===== src/rtl/apb_cmd_master.sv =====
// rtl/apb_cmd_master.sv - command/response front end driving a single APB initiator port
//
// Purpose:
//    Accepts one command at a time (address, direction, write data, byte
//    strobes), runs it as an APB SETUP/ACCESS transfer and returns a single
//    response (read data, error, timeout) held until the consumer takes it.
//    All outputs are registered. The FSM states are IDLE, SETUP, ACCESS and RESP.
//
// Optional feature:
//    APB_CMD_MASTER_TIMEOUT_EN - when defined, an ACCESS phase that sees no
//    PREADY for TIMEOUT_CYCLES cycles is aborted and answered with
//    rsp_err=1, rsp_timeout=1, rsp_rdata=0. When undefined, ACCESS waits
//    indefinitely and rsp_timeout is tied to 0.
//
// Ports:
//    clk_in, reset_n        clock (rising edge), synchronous active-low reset
//    cmd_valid/cmd_ready    command handshake
//    cmd_addr/cmd_write     target address, 1 = write
//    cmd_wdata/cmd_strb     write data and byte strobes
//    rsp_valid/rsp_ready    response handshake
//    rsp_rdata/rsp_err      read data (0 for writes), slave error or timeout
//    rsp_timeout            transfer aborted by timeout
//    PADDR..PSTRB           APB initiator outputs
//    PRDATA/PREADY/PSLVERR  APB completer inputs (sampled only in ACCESS)

module apb_cmd_master #(
   parameter int ADDR_WIDTH     = 16,
   parameter int TIMEOUT_CYCLES = 255
) (
   input  logic                  clk_in,
   input  logic                  reset_n,
   input  logic                  cmd_valid,
   output logic                  cmd_ready,
   input  logic [ADDR_WIDTH-1:0] cmd_addr,
   input  logic                  cmd_write,
   input  logic [31:0]           cmd_wdata,
   input  logic [3:0]            cmd_strb,
   output logic                  rsp_valid,
   input  logic                  rsp_ready,
   output logic [31:0]           rsp_rdata,
   output logic                  rsp_err,
   output logic                  rsp_timeout,
   output logic [ADDR_WIDTH-1:0] PADDR,
   output logic                  PSEL,
   output logic                  PENABLE,
   output logic                  PWRITE,
   output logic [31:0]           PWDATA,
   output logic [3:0]            PSTRB,
   input  logic [31:0]           PRDATA,
   input  logic                  PREADY,
   input  logic                  PSLVERR
);

   if (TIMEOUT_CYCLES < 1 || TIMEOUT_CYCLES > 65535) begin : g_bad_timeout
      $error("apb_cmd_master: TIMEOUT_CYCLES out of range 1..65535");
   end

   typedef enum logic [1:0] {
      ST_IDLE,
      ST_SETUP,
      ST_ACCESS,
      ST_RESP
   } state_t;

   state_t state;

`ifdef APB_CMD_MASTER_TIMEOUT_EN
   // The counter holds the number of PREADY=0 ACCESS cycles already seen, so
   // the abort fires on the cycle that would make it reach TIMEOUT_CYCLES.
   localparam logic [15:0] TO_LAST = 16'(TIMEOUT_CYCLES - 1);
   logic [15:0] to_cnt;
`else
   assign rsp_timeout = 1'b0;
`endif

   always_ff @(posedge clk_in) begin
      if (!reset_n) begin
         state       <= ST_IDLE;
         cmd_ready   <= 1'b1;
         PADDR       <= '0;
         PSEL        <= 1'b0;
         PENABLE     <= 1'b0;
         PWRITE      <= 1'b0;
         PWDATA      <= 32'd0;
         PSTRB       <= 4'd0;
         rsp_valid   <= 1'b0;
         rsp_rdata   <= 32'd0;
         rsp_err     <= 1'b0;
`ifdef APB_CMD_MASTER_TIMEOUT_EN
         rsp_timeout <= 1'b0;
         to_cnt      <= 16'd0;
`endif
      end else begin
         case (state)
            ST_IDLE: begin
               if (cmd_valid) begin
                  PADDR     <= cmd_addr;
                  PWRITE    <= cmd_write;
                  // Reads never expose stale write data or strobes on the bus.
                  PWDATA    <= cmd_write ? cmd_wdata : 32'd0;
                  PSTRB     <= cmd_write ? cmd_strb : 4'd0;
                  PSEL      <= 1'b1;
                  PENABLE   <= 1'b0;
                  cmd_ready <= 1'b0;
                  state     <= ST_SETUP;
               end
            end

            ST_SETUP: begin
               PENABLE <= 1'b1;
`ifdef APB_CMD_MASTER_TIMEOUT_EN
               to_cnt  <= 16'd0;
`endif
               state   <= ST_ACCESS;
            end

            ST_ACCESS: begin
               // PREADY wins over a timeout reached in the same cycle.
               if (PREADY) begin
                  rsp_rdata   <= PWRITE ? 32'd0 : PRDATA;
                  rsp_err     <= PSLVERR;
`ifdef APB_CMD_MASTER_TIMEOUT_EN
                  rsp_timeout <= 1'b0;
`endif
                  rsp_valid   <= 1'b1;
                  PSEL        <= 1'b0;
                  PENABLE     <= 1'b0;
                  state       <= ST_RESP;
               end
`ifdef APB_CMD_MASTER_TIMEOUT_EN
               else if (to_cnt == TO_LAST) begin
                  rsp_rdata   <= 32'd0;
                  rsp_err     <= 1'b1;
                  rsp_timeout <= 1'b1;
                  rsp_valid   <= 1'b1;
                  PSEL        <= 1'b0;
                  PENABLE     <= 1'b0;
                  state       <= ST_RESP;
               end else begin
                  to_cnt <= to_cnt + 16'd1;
               end
`endif
            end

            ST_RESP: begin
               if (rsp_ready) begin
                  rsp_valid <= 1'b0;
                  cmd_ready <= 1'b1;
                  state     <= ST_IDLE;
               end
            end

            default: begin
               state <= ST_IDLE;
            end
         endcase
      end
   end

endmodule


===== config.mk =====
export PLATFORM = sky130hd
export DESIGN_NAME = apb_cmd_master
export DESIGN_NICKNAME = d
export VERILOG_FILES = /design/src/rtl/apb_cmd_master.sv
export SDC_FILE = /design/constraint.sdc
export NUM_CORES = 1
export LEC_CHECK = 0
export CORE_MARGIN = 8
export CORE_UTILIZATION = 25
export DETAILED_ROUTE_END_ITERATION = 16
export HOLD_SLACK_MARGIN = 0.15
export PLACE_DENSITY = 0.64
export SETUP_SLACK_MARGIN = 0.1
export SYNTH_ARGS = -nofsm -noshare
export SYNTH_HDL_FRONTEND = slang
export SYNTH_SLANG_ARGS = --single-unit
export TNS_END_PERCENT = 5

===== constraint.sdc =====
create_clock -name clk_in -period 1.7 [get_ports clk_in]
set_clock_uncertainty 0.15 [all_clocks]
set_input_delay 0.255 -clock clk_in [delete_from_list [all_inputs] [get_ports clk_in]]
set_output_delay 0.255 -clock clk_in [all_outputs]
set_load 0.005 [all_outputs]

=== Word level (Yosys, flattened, before mapping) ===
Cells that the tools add are included.

* Equal/unequal tests: 6
* Muxes and demuxes: 17
* Reduce and logical (&&, ||, !) cells: 12

{| class="wikitable"
|+ Operators by type and width
! kind !! count
|-
| 2-to-1 mux 32 bit || 2
|-
| AND reduction 3 bit || 5
|-
| case mux 2 bit (4 select lines) || 1
|-
| 2-to-1 mux 1 bit || 6
|-
| 2-to-1 mux 2 bit || 3
|-
| inequality test 2 bit, second input constant || 3
|-
| case mux 1 bit (2 select lines) || 3
|-
| nonzero test 2 bit || 3
|-
| equality test 2 bit, second input constant || 2
|-
| 2-to-1 mux 4 bit || 1
|-
| AND reduction 2 bit || 2
|-
| case mux 1 bit (3 select lines) || 1
|-
| nonzero test 3 bit || 1
|-
| equality test 2 x 1 -> 1 bit, second input constant || 1
|-
| logical NOT 2 bit || 1
|}

* Word-level logic and storage cells: 46
* Input bits: 91
* Output and inout bits: 91
* Register bits after elaboration: 92

=== Depth between registers and ports, before layout ===
* Depth in word-level cells: 3
* Mapped depth: 7

=== Worst setup path before layout ===
OpenSTA, ideal clock, no wires.

* Kind: register to register
* From: register state[0]
* To: register PENABLE
* Required time: 1415 ps
* Arrival: 1378 ps
* Stages on the path, launching flop included: 6
* Path slack: 37 ps
* Period minus slack after synthesis: 1663 ps
* Cell sequence: dfxtp_1 -> inv_1 -> ha_1 -> and2b_2 -> o311ai_0 -> o41ai_1

* Longest elaborated chain between the ends: 3

{| class="wikitable"
|+ Ends and longest elaborated chain
! item !! line !! text
|-
| start: declaration || 65 || <nowiki>state_t state;</nowiki>
|-
| start signal: assignment || 78 || <nowiki>state <= ST_IDLE;</nowiki>
|-
| start signal: assignment || 105 || <nowiki>state <= ST_SETUP;</nowiki>
|-
| start signal: assignment || 114 || <nowiki>state <= ST_ACCESS;</nowiki>
|-
| equality test 2 bit (tied with other cells) || 94 || <nowiki>case (state)</nowiki>
|-
| inequality test 2 bit (no source line) / nonzero test 3 bit (equally long branches) || -- ||
|-
| AND reduction 3 bit (no source line) || -- ||
|-
| end signal: assignment || 103 || <nowiki>PENABLE <= 1'b0;</nowiki>
|-
| end signal: assignment || 110 || <nowiki>PENABLE <= 1'b1;</nowiki>
|-
| end signal: assignment || 127 || <nowiki>PENABLE <= 1'b0;</nowiki>
|-
| end: declaration || 45 || <nowiki>output logic PENABLE,</nowiki>
|}

Several ways; a longest one is shown, not always the timed one.
A chain may end at the register's enable or synchronous reset.

=== Worst setup path after layout ===
* From: register cmd_ready
* To: output port cmd_ready

{| class="wikitable"
|+ RTL lines
! item !! line !! text
|-
| start: declaration || 33 || <nowiki>output logic cmd_ready,</nowiki>
|-
| start signal: assignment || 79 || <nowiki>cmd_ready <= 1'b1;</nowiki>
|-
| start signal: assignment || 104 || <nowiki>cmd_ready <= 1'b0;</nowiki>
|-
| start signal: assignment || 148 || <nowiki>cmd_ready <= 1'b1;</nowiki>
|}

No word-level cell between the ends.

==> run_results.csv <==
group,metric,value,unit
sta,slew_violations,0,
power_and_ir_drop,netSwitchingFraction,0.319,
setup_path,critPathBufInv,1,
clock_network,root_buffer,"clkbuf_16",
cells_and_area,n_antenna_cell,0,
placement,io_buffers,180,
synth,synth_flop_cell,"dfxtp_1",
global_route,antenna_found_initial,0,
sta,hold_violations,0,
synth,synthTopCellsByArea,"dfxtp_1 45%, nand2_1 9.8%, nand3_2 8.2%",
synth,synth_xor_area_frac,0,
sta,min_period,1.63,ns
setup_path,path_cells,"clkdlybuf4s50_1",
setup_path,worstSetupStartpointType,"flop",
setup_path,crit_slowest_cell,"clkdlybuf4s50_1",
synth,netlist_top_cells_count,"108 x nand2_1, 92 x dfxtp_1, 45 x a21oi_1",
route,wl_per_cell,16.4,um
synth,synth_cells,439,
global_route,grt_pass1_vias,3944,
route,drt_iter0_drc,125,
sta,max_freq,612,MHz
power_and_ir_drop,power_density,1170,nW/um^2
floorplan,fp.dieW,145,um
setup_path,critPathTopFamily,"buffers and inverters",
sta,fin_setup_tns,0,ns
setup_path,worst-setup-path-type,"reg -> out",
synth,yosysUniqueCellTypes,42,
route,wl,13800,um
route,vias,3817,
setup_path,cp.arrival,1.23,ns
setup_path,cp_max_fo,3,
synth,ys_seq_area_frac,0.446,
run_status,status,"complete, no violations",
cells_and_area,area_growth,58.6,%
sta,fin_crit_sh,0.961,
clock_network,cts_tree,"built",
power_and_ir_drop,p_leak,0.00220,uW
sta,setup_viol,0,
power_and_ir_drop,p_clk_frac,0.257,
route,drc,0,
route,dr_wl_met2,6660,um
clock_network,cts_max_path_buffers,2,
synth,yosysTopAreaCell,"dfxtp_1",
global_route,grt.total_usage,0.125,
flow_run,drv_cap,0,
synth,yosys.area_share.simple,0.281,
route,routed.top_layer,"met4",
placement,hpwl,9620,um
floorplan,ios,182,
synth,synth_compound_area_frac,0.160,
route,first_pass_iters,4,
synth,yosys_warnings,0,
clock_network,cts_made_buffers,9,
setup_path,cp-end-kind,"primary output",
synth,syn_area_per_cell,9.42,um^2
synth,synth_edf_count,0,
clock_network,clkLatencyLatePin,0.33,ns
route,drt-met1-wl,5670,um
cells_and_area,nFillCells,1650,
floorplan,die_y,145,um
global_route,overflow,0,
floorplan,rows,47,
power_and_ir_drop,p_sw,2440,uW
synth,yosys.area_share.adder,0.0212,
floorplan,start_util,0.253,
cells_and_area,final_nets,712,
setup_path,required,1.29,ns
power_and_ir_drop,power_frac_seq,0.347,
placement,routabilityCongestion,0.783,
setup_path,cpPeakStageDelay,0.54,ns
route,wl_met3,1250,um
clock_network,cts-htree-levels,3,
synth,synth_most_common_cell,"nand2_1",
clock_network,cts_sinks,92,
power_and_ir_drop,combinationalPowerShare,0.396,
synth,syn_area,4130,um^2
route,ant_nets,0,
route,vias_per_cell,4.55,
clock_network,clkSlewWorstSetupHoldPaths,0.06,ns
floorplan,die_area,20900,um^2
synth,syn_nets,537,
global_route,grt_max_degree,46,
synth,async_reset_ff_frac,0,
global_route,grt_pass1_wl,20700,um
synth,synth_top_area_frac,0.446,
synth,synth_mux_area_frac,0.00484,
synth,synth_top_family_by_area,"simple AND/OR/NAND/NOR gates",
floorplan,core_area,16300,um^2
sta,fin_hold_ws,0.252,ns
power_and_ir_drop,vdd_drop_max,579,uV
cells_and_area,drive_above_1_share,0.189,
power_and_ir_drop,p_int,5220,uW
worst_hold_path,hold_class,"in -> reg",
synth,ys_ff_latch,92,
sta,rsz0062_at_grt,"yes",
## final cells by class
class | instances | area [um^2] | area share
clock buffer | 13 | 250 | 0.0382
clock inverter | 2 | 35.0 | 0.00534
inverter | 4 | 16.3 | 0.00248
multi-input combinational | 303 | 1970 | 0.301
sequential | 92 | 1850 | 0.282
tap | 220 | 275 | 0.0420
timing repair buffer | 204 | 2160 | 0.329
## tightest hold or removal path, stage by stage
cell     delay (ns)
buf_2          0.11
buf_12         0.18
nand3_2        0.09
a21oi_2        0.05
## power groups by stage
stage | clock [uW] | sequential (uW) | combinational (uW)
2_1_floorplan | 0 | 2700 | 1520
3_3_place_gp | 0 | 2680 | 2630
3_5_place_dp | 0 | 2700 | 2680
4_1_cts | 2050 | 2660 | 2780
5_1_grt | 2140 | 2700 | 3290
6_report | 1970 | 2660 | 3040
## metal layers
layer	vias up	GRT usage
li1	1857	-
met1	1811	0.143
met2	135	0.209
met3	14	0.0522
met4	0	0.0367
met5	-	0
## state kept, by name (all words and copies together) (netlist names)
register,cells
PWDATA,32
rsp_rdata,32
PADDR,16
PSTRB,4
state,2
PENABLE,1
PSEL,1
PWRITE,1
cmd_ready,1
rsp_err,1
rsp_valid,1
## kinds of logic after synthesis
logic type | count (synthesis)
AND/OR/NAND/NOR | 196
AO/OA/AOI/OAI | 97
flip-flops | 92
buffers and inverters | 44
adder cells (fa/ha/maj) | 7
multiplexers | 2
other | 1
## worst paths after layout
path	cells after the start	from	to	slack, ns
worst max-delay path	1	cmd_ready$_SDFFE_PN1P_	cmd_ready	0.07
worst min-delay path	4	cmd_write	PSTRB[1]$_SDFFE_PN0P_	0.25
worst min register to register	2	rsp_rdata[22]$_SDFFE_PN0P_	rsp_rdata[22]$_SDFFE_PN0P_	0.30
worst max register to register	5	state[1]$_SDFFE_PN0P_	state[0]$_SDFFE_PN0P_	0.12
## per-stage QoR
step                total power, uW  setup slack, ns  std cells  utilization  instance area, um^2
floorplan                      4220            0.104        439            -                 4140
global placement               5310           -0.127        819        0.374                 6110
detailed placement             5380          -0.0696        819        0.374                 6110
CTS                            7480           0.0367        835        0.393                 6420
global route                   8140           0.0163        838        0.401                 6560
finish                         7670           0.0660        838        0.401                 6560
## repair_timing
item,in CTS,in global routing
endpoints found under the setup margin,158,181
gates resized for setup,5,12
hold buffers,0,0
pin swaps,0,1
setup buffers,0,0
hold endpoints to repair,0,0
cloned,1,3
## cells in the final DEF (no fill, tap or decap), types with 5 or more instances in the layout
cell | netlist | final
clkdlybuf4s50_1 | 0 | 178
nand2_1 | 108 | 108
dfxtp_1 | 92 | 90
a21oi_1 | 45 | 45
nand3_2 | 34 | 34
a21oi_2 | 34 | 34
nand4b_1 | 32 | 32
clkbuf_16 | 0 | 12
buf_4 | 1 | 10
buf_12 | 3 | 8
a21boi_0 | 7 | 7
nor2b_1 | 5 | 5
ha_1 | 7 | 5
(Power assumes the default switching activity.)
